<file path="src/rtl/fsqrt_pkg.sv">
// Shared types and constants for the single-precision square-root controller.
// Optional build macro: FSQRT_DAZ_EN (denormal operands are treated as signed zero).
package fsqrt_pkg;

  localparam int unsigned ROOT_W = 32;         // core radicand/root width
  localparam int unsigned EXP_W  = 8;          // exponent width
  localparam int unsigned MAN_W  = 23;         // stored mantissa width
  localparam int unsigned SUM_W  = MAN_W + 1;  // mantissa plus rounding carry
  localparam int unsigned LZ_W   = 5;          // leading-zero count width
  localparam int unsigned EE_W   = 10;         // signed effective-exponent width
  localparam int unsigned BIAS   = 127;

  localparam logic [31:0] QNAN = 32'h7FC0_0000;
  localparam logic [31:0] PINF = 32'h7F80_0000;

  localparam logic [1:0] RM_RNE = 2'b00;
  localparam logic [1:0] RM_RZ  = 2'b01;
  localparam logic [1:0] RM_RU  = 2'b10;
  localparam logic [1:0] RM_RD  = 2'b11;

  typedef enum logic [2:0] {
    ST_IDLE,
    ST_UNPK,
    ST_LAUNCH,
    ST_WAIT,
    ST_ROUND,
    ST_DONE,
    ST_SPEC
  } state_e;

  // Operand bypasses the root core (NaN, inf, zero, any negative value).
  function automatic logic is_special(input logic [31:0] x);
    logic exp_max;
    logic exp_zero;
    exp_max  = &x[30:23];
    exp_zero = ~|x[30:23];
`ifdef FSQRT_DAZ_EN
    return exp_max | exp_zero | x[31];
`else
    return exp_max | (exp_zero & ~|x[22:0]) | x[31];
`endif
  endfunction

endpackage

</file>
<file path="src/rtl/fsqrt_lzc24.sv">
// 24-bit leading-zero counter used to normalise denormal mantissas.
// Ports: val_i  - 24-bit value {hidden, fraction}
//        lz_c_o - combinational count of leading zeros (24 when val_i is 0)
module fsqrt_lzc24
  import fsqrt_pkg::*;
(
  input  logic [MAN_W:0]  val_i,
  output logic [LZ_W-1:0] lz_c_o
);

  // Scan upward so the highest set bit is the last one to write the count.
  always_comb begin
    lz_c_o = LZ_W'(SUM_W);
    for (int i = 0; i < int'(SUM_W); i++) begin
      if (val_i[i]) lz_c_o = LZ_W'(int'(MAN_W) - i);
    end
  end

endmodule

</file>
<file path="src/rtl/fsqrt_ctrl.sv">
// IEEE-754 single-precision square-root controller sitting between ID/EX and an
// external 32-bit fraction root core. Resolves special operands locally, otherwise
// normalises the operand, launches the core and rounds/packs its root.
// Optional build macro: FSQRT_DAZ_EN (denormals become signed zero, no normaliser).
// Ports:
//   clock, resetn        - clock, asynchronous active-low reset
//   fsqrt, a, rm         - start request, operand, rounding mode
//   s, invalid, inexact  - result and flags, valid with ready, held until next accept
//   busy, ready          - operation in flight / 1-cycle completion pulse
//   core_d, core_start   - radicand and start pulse to the root core
//   core_q, core_ready   - root and completion pulse from the root core
module fsqrt_ctrl
  import fsqrt_pkg::*;
(
  input  logic              clock,
  input  logic              resetn,
  input  logic              fsqrt,
  input  logic [31:0]       a,
  input  logic [1:0]        rm,
  output logic [31:0]       s,
  output logic              invalid,
  output logic              inexact,
  output logic              busy,
  output logic              ready,
  output logic [ROOT_W-1:0] core_d,
  output logic              core_start,
  input  logic [ROOT_W-1:0] core_q,
  input  logic              core_ready
);

  state_e              state_q;
  logic [31:0]         a_q;
  logic [1:0]          rm_q;
  logic [31:0]         s_q;
  logic                invalid_q, inexact_q, busy_q, ready_q, core_start_q;
  logic [ROOT_W-1:0]   core_d_q;
  logic [ROOT_W-2:0]   q_q;
  logic [EXP_W-1:0]    er_q;

  logic                zero_c;
  logic [MAN_W-1:0]    frac_c;
  logic signed [EE_W-1:0] e_eff_c, e_unb_c, e_adj_c, e_half_c;
  logic                e_odd_c;
  logic [EXP_W-1:0]    er_c;
  logic [ROOT_W-1:0]   rad_c;
  logic [31:0]         spec_s_c;
  logic                spec_inv_c;
  logic [MAN_W-1:0]    m_c;
  logic                g_c, st_c, up_c;
  logic [SUM_W-1:0]    sum_c;
  logic                unused_c;

  // Operand unpack: effective exponent and normalised fraction.
`ifdef FSQRT_DAZ_EN
  assign zero_c   = ~|a_q[30:23];
  assign frac_c   = a_q[MAN_W-1:0];
  assign e_eff_c  = $signed(EE_W'(a_q[30:23]));
  assign unused_c = core_q[ROOT_W-1];
`else
  logic [LZ_W-1:0] lz_c;
  logic [MAN_W:0]  norm_c;

  fsqrt_lzc24 u_lzc (
    .val_i  ({1'b0, a_q[MAN_W-1:0]}),
    .lz_c_o (lz_c)
  );

  // Denormal: move the leading one into the hidden position; e_eff = 1 - lz.
  assign norm_c   = {1'b0, a_q[MAN_W-1:0]} << lz_c;
  assign zero_c   = (~|a_q[30:23]) & (~|a_q[MAN_W-1:0]);
  assign frac_c   = (~|a_q[30:23]) ? norm_c[MAN_W-1:0] : a_q[MAN_W-1:0];
  assign e_eff_c  = (~|a_q[30:23]) ? ($signed(EE_W'(1)) - $signed(EE_W'(lz_c)))
                                   : $signed(EE_W'(a_q[30:23]));
  assign unused_c = core_q[ROOT_W-1] ^ norm_c[MAN_W];
`endif

  // Odd exponent feeds .1f, even feeds .01f so the root always lands in [.1, 1).
  assign e_unb_c  = e_eff_c - $signed(EE_W'(BIAS));
  assign e_odd_c  = e_unb_c[0];
  assign e_adj_c  = e_unb_c + (e_odd_c ? $signed(EE_W'(1)) : $signed(EE_W'(2)));
  assign e_half_c = e_adj_c >>> 1;
  assign er_c     = EXP_W'(e_half_c + $signed(EE_W'(BIAS - 1)));
  assign rad_c    = e_odd_c ? {1'b1, frac_c, 8'b0} : {2'b01, frac_c, 7'b0};

  // Special-operand result.
  always_comb begin
    spec_s_c   = PINF;
    spec_inv_c = 1'b0;
    if ((&a_q[30:23]) && (|a_q[MAN_W-1:0])) begin
      spec_s_c   = QNAN;
      spec_inv_c = ~a_q[MAN_W-1];
    end else if (zero_c) begin
      spec_s_c = {a_q[31], 31'b0};
    end else if (a_q[31]) begin
      spec_s_c   = QNAN;
      spec_inv_c = 1'b1;
    end
  end

  // Root rounding: bit 31 of the root is the hidden one.
  assign m_c  = q_q[30:8];
  assign g_c  = q_q[7];
  assign st_c = |q_q[6:0];

  always_comb begin
    up_c = 1'b0;
    case (rm_q)
      RM_RNE:  up_c = g_c & (st_c | m_c[0]);
      RM_RU:   up_c = g_c | st_c;
      default: up_c = 1'b0;
    endcase
  end

  assign sum_c = {1'b0, m_c} + SUM_W'(up_c);

  // Control FSM with registered outputs.
  always_ff @(posedge clock or negedge resetn) begin
    if (!resetn) begin
      state_q      <= ST_IDLE;
      a_q          <= '0;
      rm_q         <= RM_RNE;
      s_q          <= '0;
      invalid_q    <= 1'b0;
      inexact_q    <= 1'b0;
      busy_q       <= 1'b0;
      ready_q      <= 1'b0;
      core_start_q <= 1'b0;
      core_d_q     <= '0;
      q_q          <= '0;
      er_q         <= '0;
    end else begin
      ready_q      <= 1'b0;
      core_start_q <= 1'b0;
      case (state_q)
        ST_IDLE: begin
          if (fsqrt) begin
            a_q     <= a;
            rm_q    <= rm;
            busy_q  <= 1'b1;
            state_q <= is_special(a) ? ST_SPEC : ST_UNPK;
          end
        end
        ST_SPEC: begin
          s_q       <= spec_s_c;
          invalid_q <= spec_inv_c;
          inexact_q <= 1'b0;
          ready_q   <= 1'b1;
          state_q   <= ST_DONE;
        end
        ST_UNPK: begin
          core_d_q     <= rad_c;
          er_q         <= er_c;
          core_start_q <= 1'b1;
          state_q      <= ST_LAUNCH;
        end
        ST_LAUNCH: state_q <= ST_WAIT;
        ST_WAIT: begin
          if (core_ready) begin
            q_q     <= core_q[ROOT_W-2:0];
            state_q <= ST_ROUND;
          end
        end
        ST_ROUND: begin
          // A mantissa carry clears the fraction and bumps the exponent.
          s_q       <= {1'b0, er_q + EXP_W'(sum_c[MAN_W]), sum_c[MAN_W-1:0]};
          invalid_q <= 1'b0;
          inexact_q <= g_c | st_c;
          ready_q   <= 1'b1;
          state_q   <= ST_DONE;
        end
        ST_DONE: begin
          busy_q  <= 1'b0;
          state_q <= ST_IDLE;
        end
        default: state_q <= ST_IDLE;
      endcase
    end
  end

  assign s          = s_q;
  assign invalid    = invalid_q;
  assign inexact    = inexact_q;
  assign busy       = busy_q;
  assign ready      = ready_q;
  assign core_d     = core_d_q;
  assign core_start = core_start_q;

endmodule

</file>
<file path="config.mk">
export PLATFORM = sky130hd
export DESIGN_NAME = fsqrt_ctrl
export DESIGN_NICKNAME = d
export VERILOG_FILES = /design/src/rtl/fsqrt_pkg.sv /design/src/rtl/fsqrt_lzc24.sv /design/src/rtl/fsqrt_ctrl.sv
export SDC_FILE = /design/constraint.sdc
export NUM_CORES = 1
export LEC_CHECK = 0
export ABC_AREA = 1
export ABC_CLOCK_PERIOD_IN_PS = 6600
export CAP_MARGIN = 30
export CORE_MARGIN = 3
export CORE_UTILIZATION = 58
export DETAILED_ROUTE_END_ITERATION = 6
export PLACE_DENSITY_LB_ADDON = 0.2
export SYNTH_ARGS = -nofsm -noshare
export SYNTH_HDL_FRONTEND = slang
export SYNTH_SLANG_ARGS = --single-unit
</file>
<file path="constraint.sdc">
create_clock -name clock -period 6.6 [get_ports clock]
set_input_delay 1.98 -clock clock [delete_from_list [all_inputs] [get_ports clock]]
set_output_delay 1.98 -clock clock [all_outputs]
set_load 0.005 [all_outputs]
</file>
==> flow_metrics.tcl <==
set metrics [dict create \
    yosysUniqueCellTypes 49 \
    hold_ws_ns 0.4834 \
    grt_pass1_vias 7160 \
    dr_total_vias 7798 \
    finalCriticalPeriod_ns 4.823 \
    fmax_ghz 0.2073 \
    area_growth_pct 24.91 \
    n_antenna_cell 0 \
    syn_area_mm2 0.008103 \
    clk_latency_ns 0.42 \
    cts_tree "built" \
    die_x_um 124.2 \
    required_ns 6.91 \
    worstMarginPinSlew_ns 0.9561 \
    wl_um 20880 \
    cp.arrival_ns 5.13 \
    startpoint_type "register" \
    finalSetupViolCount 0 \
    drive_above_1_share_pct 8.528 \
    clockBufferDepth 2 \
    synthCells 1113 \
    dr.pass1.iters 5 \
    finalHoldViolCount 0 \
    synth-seq-cells 138 \
    p_sw_uw 2131 \
    rsz0062_at_grt "no" \
    switching_share_pct 42.61 \
    hold_class "reg -> reg" \
    io_pins 139 \
    synthXorXnorAreaFrac_pct 0.7566 \
    clock_skew_ns 0.008881 \
    fin_util_pct 75.23 \
    hpwl_um 15020 \
    route.detailed.drc 0 \
    routabilityCongestion 0.9348 \
    holdBufCountCts 0 \
    synthTopCellsByArea "dfrtp_1 (43%), nand2_1 (16%), nor2_1 (5.0%)" \
    grt_pass1_wl_um 33750 \
    post_cts_buffers 0 \
    ir_worst_vdd_mv 0.2643 \
    outcome "complete, no violations" \
    fp-row-count 42 \
    p_seq_share_pct 30.9 \
    maxSlewHeadroom_pct 36.26 \
    path_clk_slew_ns 0.06 \
    cts_sinks 138 \
    power-per-cell-area_mw_per_mm2 494.1 \
    fin_crit_sh_pct 73.08 \
    cts_resized 0 \
    htreeDepth 4 \
    synth.largest_area_cell "dfrtp_1" \
    grt_max_degree 102 \
    yosys.area_share.simple_pct 30.19 \
    cap_viol_max_count 0 \
    setup_tns_ns 0 \
    syn_area_per_cell_um2 7.280 \
    die_y_um 124.2 \
    synth_top_family_by_area "simple AND/OR/NAND/NOR gates" \
    coreArea_mm2 0.01345 \
    worstSetupPathType "reg -> reg" \
    grt_usage_pct 27.74 \
    start_util_pct 60.23 \
    synth_top_area_share_pct 42.62 \
    synth_mux_area_share_pct 3.057 \
    pwr-share-clk_pct 19.6 \
    antenna_found_initial 1 \
    seq_area_frac_synth_pct 42.62 \
    dieArea_mm2 0.01542 \
    drtIter0Drc 642 \
    p_leak_uw 0.004773 \
    cts_made_buffers 17 \
    crit_path_end_kind "register" \
    power.internal_uw 2870 \
    synth_adder_area_share_pct 1.235 \
    wl_per_cell_um 14.71 \
    synth_compound_area_share_pct 13.97 \
    root_buffer "clkbuf_16" \
    slew_viol_final 0 \
    combPwrFrac_pct 49.5 \
    ys_warn_count 0 \
    cp_max_fo 24 \
    nNetsFinal 1308 \
    drtAntennaViolNets 0 \
    io_buffers 130 \
    post_drt_via_cell_ratio 5.495 \
    overflow 0 \
]
-- registers in the layout (all words and copies together) (netlist names), 2 cells and up --
register	flops
a_q	32
state_q	3
q_q	31
rm_q	2
s	32
er_q	8
core_d	25
-- metrics by stage --
stage	std cells	power, uW	area [um2]	worst slack, ns
after global routing	1419	5413	10120	1.294
after detailed placement	1386	3976	9497	1.825
after CTS	1418	4986	10110	1.818
final	1419	5001	10120	1.777
after global placement	1386	3915	9497	1.905
after floorplan	1119	3164	8125	3.308
-- area by class of cell --
cell class / instances / area [um2]
inverters: 119 / 449.2
multi-input cells: 816 / 4019
fillers: 1060 / 3332
clock inverters: 12 / 162.7
well taps: 176 / 220.2
clock buffers: 20 / 446.7
flip-flops and latches: 138 / 3453
repair buffers: 138 / 1370
-- power by group through the flow --
stage	clock [uW]	sequential (uW)	combinational (uW)
after floorplan	0	1480	1680
after global placement	0	1530	2380
after detailed placement	0	1540	2430
after CTS	991	1540	2460
after global routing	1030	1600	2790
final	981	1540	2480
-- critical path: stages, from the launching register on --
cell and delay, ns:
dfrtp_1 0.45, inv_2 0.08, nand2_2 0.08, nand3_1 0.07, nand3_1 0.07, nand3_1 0.07, nand2_1 0.07, nand2_1 0.06
nand2_1 0.06, nand2_1 0.05, nand2_1 0.05, nand2_1 0.06, a21oi_2 0.76, inv_1 0.63, ha_1 0.45, a21oi_1 0.28
nor2_1 0.13, inv_1 0.09, nand2_1 0.11, a21oi_1 0.20, nand2_1 0.09, nand2_1 0.12, ha_1 0.18, nand2_1 0.08
nor2_1 0.18, nand3_1 0.10, nand3_1 0.08, nand2_1 0.07
-- final timing paths --
path	start	to	slack, ns	cells after the start
worst max-delay path	a_q[0]$_DFFE_PN0P_	er_q[7]$_DFFE_PN0P_	1.78	27
worst min-delay path	s[13]$_DFFE_PN0P_	s[13]$_DFFE_PN0P_	0.48	2
worst max register to register	a_q[0]$_DFFE_PN0P_	er_q[7]$_DFFE_PN0P_	1.78	27
worst min register to register	s[13]$_DFFE_PN0P_	s[13]$_DFFE_PN0P_	0.48	2
max in group asynchronous	resetn	q_q[4]$_DFFE_PN0P_	3.87	2
min in group asynchronous	resetn	s[29]$_DFFE_PN0P_	1.66	1
-- layout by cell type (no fill, tap or decap), types with 7 or more instances in the layout --
cell type / count
nand2_2: 9
nand4_1: 13
o21ai_1: 24
conb_1: 7
inv_2: 12
clkbuf_16: 17
nor3_1: 15
o21ai_0: 73
nand3_1: 66
dfrtp_1: 138
a21oi_1: 55
buf_4: 7
inv_1: 102
ha_1: 8
nand2_1: 337
mux2_2: 22
nor2_1: 107
clkdlybuf4s50_1: 129
o22ai_1: 13
-- metal layers --
layer / wire [um] / global-route usage [%] / part of all wire (%) / vias up
li1: - / - / - / 3856
met1: 9189 / 38.50 / 44 / 3615
met2: 9378 / 42.33 / 45 / 287
met3: 1785 / 7.266 / 8.6 / 38
met4: 513 / 9.719 / 2.5 / 2
met5: 9 / 0 / 0.043 / -
-- synthesized netlist by cell type, drive strengths merged --
| library cell | n |
|---|---|
| buf | 12 |
| o31ai | 5 |
| nand3 | 72 |
| mux2 | 22 |
| conb | 1 |
| nor2 | 112 |
| a31oi | 1 |
| nand2 | 348 |
| dfrtp | 138 |
| clkbuf | 34 |
| a21oi | 59 |
| clkinv | 4 |
| o22ai | 13 |
| o211ai | 6 |
| nor3 | 16 |
| or4 | 1 |
| ha | 8 |
| a22oi | 2 |
| a22o | 3 |
| inv | 115 |
| o21bai | 4 |
| xor2 | 3 |
| xnor2 | 4 |
| o21a | 1 |
| or2 | 4 |
| o221ai | 2 |
| o21ai | 98 |
| a32o | 5 |
| nand4 | 13 |
| nor4 | 7 |
-- cell families after synthesis --
family,after synthesis
buffers and inverters,165
DFF,138
and+or+nand+nor,573
adders and majority gates,8
xor gates and xnor gates,7
AOI/OAI and AO/OA,199
muxes,22
other,1
Note: power is estimated with default switching activity, not from simulation.
